**src/rtl/pipeline_stall_ctrl.sv**
```systemverilog
// pipeline_stall_ctrl: stall/flush controller for a 5-stage pipeline.
// Produces per-stage register enables and bubble clears with zero-cycle
// latency. These come from the current state, the vector beat counter and
// the hazard inputs.
//
// Optional feature: define STALL_COUNTER_EN to build the saturating
// front-end stall counter. Without it, stall_count is tied to zero.
//
// Ports:
//   clk, reset        - clock, synchronous active-high reset
//   mem_req/mem_ready - data-memory access pending / completing (freeze)
//   branch_taken      - EX resolved a taken branch or jump (flush IF/ID, ID/EX)
//   vec_start/beats   - multi-beat vector op in EX, beat count N
//   load_use          - load-use hazard between ID and EX
//   *_en              - pipeline register enables (PC, IF/ID, ID/EX, EX/MEM, MEM/WB)
//   *_clr             - bubble insert; a clear overrides its register's enable
//   vec_busy          - controller is in the VEC state
//   stall_count       - cycles with pc_en low (STALL_COUNTER_EN only)
module pipeline_stall_ctrl #(
    parameter int unsigned BEAT_W = 4
) (
    input  logic              clk,
    input  logic              reset,
    input  logic              mem_req,
    input  logic              mem_ready,
    input  logic              branch_taken,
    input  logic              vec_start,
    input  logic [BEAT_W-1:0] vec_beats,
    input  logic              load_use,
    output logic              pc_en,
    output logic              ifid_en,
    output logic              idex_en,
    output logic              exmem_en,
    output logic              memwb_en,
    output logic              ifid_clr,
    output logic              idex_clr,
    output logic              exmem_clr,
    output logic              vec_busy,
    output logic [15:0]       stall_count
);

    typedef enum logic [0:0] {
        RUN = 1'b0,
        VEC = 1'b1
    } state_e;

    state_e            state_q, state_d;
    logic [BEAT_W-1:0] rem_q, rem_d;
    logic              freeze;

    // An outstanding memory access freezes the whole pipe and all state.
    assign freeze   = mem_req & ~mem_ready;
    assign vec_busy = (state_q == VEC);

    // State and beat-counter register.
    always_ff @(posedge clk) begin
        if (reset) begin
            state_q <= RUN;
            rem_q   <= '0;
        end else begin
            state_q <= state_d;
            rem_q   <= rem_d;
        end
    end

    // Next-state and enable/clear decode.
    always_comb begin
        state_d   = state_q;
        rem_d     = rem_q;
        pc_en     = 1'b1;
        ifid_en   = 1'b1;
        idex_en   = 1'b1;
        exmem_en  = 1'b1;
        memwb_en  = 1'b1;
        ifid_clr  = 1'b0;
        idex_clr  = 1'b0;
        exmem_clr = 1'b0;

        if (freeze) begin
            pc_en    = 1'b0;
            ifid_en  = 1'b0;
            idex_en  = 1'b0;
            exmem_en = 1'b0;
            memwb_en = 1'b0;
        end else begin
            unique case (state_q)
                RUN: begin
                    if (branch_taken) begin
                        ifid_clr = 1'b1;
                        idex_clr = 1'b1;
                    end else if (vec_start && (vec_beats > BEAT_W'(1))) begin
                        // First beat occupies this cycle; N-2 more stall cycles in VEC.
                        pc_en     = 1'b0;
                        ifid_en   = 1'b0;
                        idex_en   = 1'b0;
                        exmem_clr = 1'b1;
                        rem_d     = vec_beats - BEAT_W'(1);
                        state_d   = VEC;
                    end else if (load_use) begin
                        pc_en    = 1'b0;
                        ifid_en  = 1'b0;
                        idex_clr = 1'b1;
                    end
                end
                VEC: begin
                    if (rem_q > BEAT_W'(1)) begin
                        pc_en     = 1'b0;
                        ifid_en   = 1'b0;
                        idex_en   = 1'b0;
                        exmem_clr = 1'b1;
                        rem_d     = rem_q - BEAT_W'(1);
                    end else begin
                        // Final beat: front end released this cycle.
                        rem_d   = '0;
                        state_d = RUN;
                    end
                end
                default: begin
                    rem_d   = '0;
                    state_d = RUN;
                end
            endcase
        end
    end

`ifdef STALL_COUNTER_EN
    logic [15:0] stall_count_q;

    // Saturating count of cycles where the PC is held.
    always_ff @(posedge clk) begin
        if (reset) begin
            stall_count_q <= 16'h0000;
        end else if (!pc_en && (stall_count_q != 16'hFFFF)) begin
            stall_count_q <= stall_count_q + 16'h0001;
        end
    end

    assign stall_count = stall_count_q;
`else
    assign stall_count = 16'h0000;
`endif

endmodule

```
**config.mk**
```make
export PLATFORM = sky130hd
export DESIGN_NAME = pipeline_stall_ctrl
export DESIGN_NICKNAME = d
export VERILOG_FILES = /design/src/rtl/pipeline_stall_ctrl.sv
export SDC_FILE = /design/constraint.sdc
export NUM_CORES = 1
export LEC_CHECK = 0
export CORE_MARGIN = 2
export CORE_UTILIZATION = 40
export DETAILED_ROUTE_END_ITERATION = 6
export GPL_TIMING_DRIVEN = 0
export HOLD_SLACK_MARGIN = 0.15
export PLACE_DENSITY = 0.92
export SKIP_CTS_REPAIR_TIMING = 1
export SYNTH_ARGS = -nofsm -noshare
export SYNTH_HDL_FRONTEND = slang
export SYNTH_SLANG_ARGS = --single-unit
```
**constraint.sdc**
```tcl
create_clock -name clk -period 3.91 [get_ports clk]
set_input_delay 0.5865 -clock clk [delete_from_list [all_inputs] [get_ports clk]]
set_output_delay 0.5865 -clock clk [all_outputs]
set_load 0.005 [all_outputs]
```
==> metrics.md <==
| Metric | Value |
|---|---|
| 1st-iter DRT viols | `19` |
| Layout cells sized above 1 | `0.233` |
| Die Span Y | `43.2 um` |
| Number of global-route vias before repair | `519` |
| Drt pass-1 iters | `4` |
| Pwr/cell area | `231 nW/um^2` |
| H-tree depth | `1` |
| Num rows | `14` |
| Internal power | `149 uW` |
| Post-Route WL | `1340 um` |
| WP data required | `3.32 ns` |
| Flops & latches, synth | `5` |
| Synth Cell Area | `614 um^2` |
| Syn Area/Cell | `7.88 um^2` |
| Top Ports | `36` |
| Antenna violations before repair | `0` |
| CP top delay family | `buffers and inverters` |
| Via count | `623` |
| Synth cell types | `32` |
| Final hold violation count | `0` |
| Hold slack | `0.531 ns` |
| Final Max Slew Viols | `0` |
| CTS tree | `done` |
| Commonest non-fill, non-tap cells in the layout | `19 x clkdlybuf4s50_1, 18 x buf_4, 16 x conb_1` |
| Clk slew on worst S/H paths | `0.04 ns` |
| Setup TNS | `0 ns` |
| Crit path top cell by count | `clkdlybuf4s50_1` |
| Critical Path Fanout Max | `3` |
| Largest net degree at the start of global routing | `11` |
| Clk Latency, worst-skew pair | `0.23 ns` |
| GR Util All Layers | `0.152` |
| Final critical-path required period | `3.21 ns` |
| Seq/Total Area, Yosys | `0.163` |
| Max-cap violation count | `0` |
| CTS Sinks | `5` |
| Final GP Congestion | `0.764` |
| CORE AREA | `1470 um^2` |
| Sequential share of power | `0.285` |
| Sw Pwr | `61.0 uW` |
| Routed WL per cell | `10.2 um` |
| Clock share of power | `0.275` |
| Ant. Diodes | `0` |
| CP endpoint kind | `primary output` |
| Critical Path Source Type | `input pin` |
| Critical Path Slowest Stage Cell | `clkdlybuf4s50_1` |
| Clock tree root buffer cell | `clkbuf_4` |
| Clk buf depth | `2` |
| Fmax | `312 MHz` |
| DP HPWL | `1130 um` |
| Starting Density | `0.418` |
| Final ANT Viol Nets | `0` |
| Worst vdd ir | `0.168 mV` |
| Status | `completed` |
| Die width | `43.2 um` |
| Crit Path Category | `in2out` |
| Combinational share of power | `0.440` |
| RSZ-0062 raised after global routing | `no` |
| Static Leak | `0.440 nW` |
| Final setup violation count | `0` |
| Port bufs | `19` |
| Filler cells | `142` |
| Post-Syn Instances | `78` |
| Buf+Inv Stages, Crit Path | `4` |
| Syn-to-layout area delta | `47.7%` |
| Die area | `1870 um^2` |
| Slowest stage delay, CP | `0.48 ns` |
| Final nets | `132` |
| Tightest Hold Check Type | `reg2reg` |
| Yosys Warn Count | `0` |
| CP arrival | `2.62 ns` |
| # DRC | `0` |
| Num CTS Buffers | `3` |
| First-pass GRT wire length | `2100 um` |
| Avg Vias per Cell | `4.72` |
| Cell breakdown of the critical path | `clkdlybuf4s50_1 -> inv_1 -> ha_1 -> nor2_1 -> o31a_2 -> o21ai_0 -> and3_1 -> buf_4 -> clkdlybuf4s50_1` |
| Period utilization | `0.820` |
| Most common cell after layout, fill and taps aside | `clkdlybuf4s50_1` |
| Total congestion overflow | `0` |
| Switching Fraction | `0.291` |
| Clock skew | `0.000658 ns` |
layer usage:
layer,GRT usage,routed length [um]
met1,0.171,542
met2,0.263,690
met3,0.0255,99
met4,0.0909,10
met5,0,0
logic make-up after synthesis:
kind of cell / Yosys count / share of synthesized area
adder cells (fa/ha/maj): 4 / 0.0815
flip-flops: 5 / 0.163
AO/OA/AOI/OAI: 21 / 0.279
AND/OR/NAND/NOR: 19 / 0.171
buffers and inverters: 26 / 0.271
other: 1 / 0.00610
XOR/XNOR: 2 / 0.0285
registers in the layout (all words and copies together), names as in the netlist:
signal / flops
vec_busy: 1
rem_q: 4
area by class of cell:
| cell class | count | area [um^2] | share of cell area |
|---|---|---|---|
| Tap cell | 16 | 20.0 | 0.0221 |
| Sequential cell | 5 | 100 | 0.110 |
| Multi-Input combinational cell | 62 | 404 | 0.446 |
| Timing Repair Buffer | 19 | 190 | 0.210 |
| Inverter | 7 | 26.3 | 0.0290 |
| Clock buffer | 4 | 26.3 | 0.0290 |
| Buffer | 19 | 140 | 0.154 |
path summary, 6_finish.rpt:
path / startpoint / to / cells past startpoint / slack [ns]
hold reg to reg: rem_q[2] / rem_q[2] / 2 / 0.53
hold / removal: rem_q[2] / rem_q[2] / 2 / 0.53
setup / recovery: vec_beats[0] / pc_en / 9 / 0.70
setup reg to reg: rem_q[0] / rem_q[3] / 6 / 2.32
cells in the mapped netlist, drive strengths merged:
| cell type | count | area (um^2) |
|---|---|---|
| o32ai | 1 | 8.76 |
| o211a | 1 | 10.0 |
| o2bb2ai | 1 | 8.76 |
| inv | 7 | 26.3 |
| ha | 4 | 50.1 |
| o311a | 1 | 21.3 |
| nor3 | 1 | 5.00 |
| or3 | 1 | 6.26 |
| nor2 | 5 | 18.8 |
| and2 | 1 | 6.26 |
| o31a | 2 | 18.8 |
| conb | 1 | 3.75 |
| a22oi | 1 | 7.51 |
| or2 | 1 | 8.76 |
| xnor2 | 2 | 17.5 |
| nand4b | 1 | 8.76 |
| o211ai | 1 | 7.51 |
| a21oi | 2 | 10.0 |
| nor2b | 4 | 27.5 |
| and3 | 2 | 12.5 |
| o22ai | 2 | 12.5 |
| o22a | 2 | 18.8 |
| buf | 19 | 140 |
| dfxtp | 5 | 100 |
| o31ai | 3 | 22.5 |
| nand2 | 3 | 11.3 |
| a32o | 1 | 10.0 |
| o21ai | 3 | 15.0 |
power groups by stage:
stage | Clock (mW) | Combinational (mW) | Sequential [mW]
6_report | 0.0576 | 0.0923 | 0.0598
2_1_floorplan | 0 | 0.0565 | 0.0594
3_5_place_dp | 0 | 0.0916 | 0.0605
3_3_place_gp | 0 | 0.0891 | 0.0601
5_1_grt | 0.0657 | 0.101 | 0.0602
4_1_cts | 0.0602 | 0.0920 | 0.0596
per-stage QoR:
stage	util	instances	power [mW]	area (um^2)	worst slack, ns
global route	0.616	132	0.227	907	0.584
CTS	0.616	132	0.212	907	0.689
finish	0.616	132	0.210	907	0.703
floorplan	-	93	0.116	671	1.73
global placement	0.599	128	0.149	881	0.751
detailed placement	0.599	128	0.152	881	0.694
worst reg2reg max path: stages, from the launching register on:
cell and delay, ns:
dfxtp_1 0.33, inv_1 0.09, ha_1 0.19, nor2_1 0.07, o31ai_1 0.37, o32ai_1 0.16
a32o_1 0.27
Note: power is estimated with default switching activity, not from simulation.
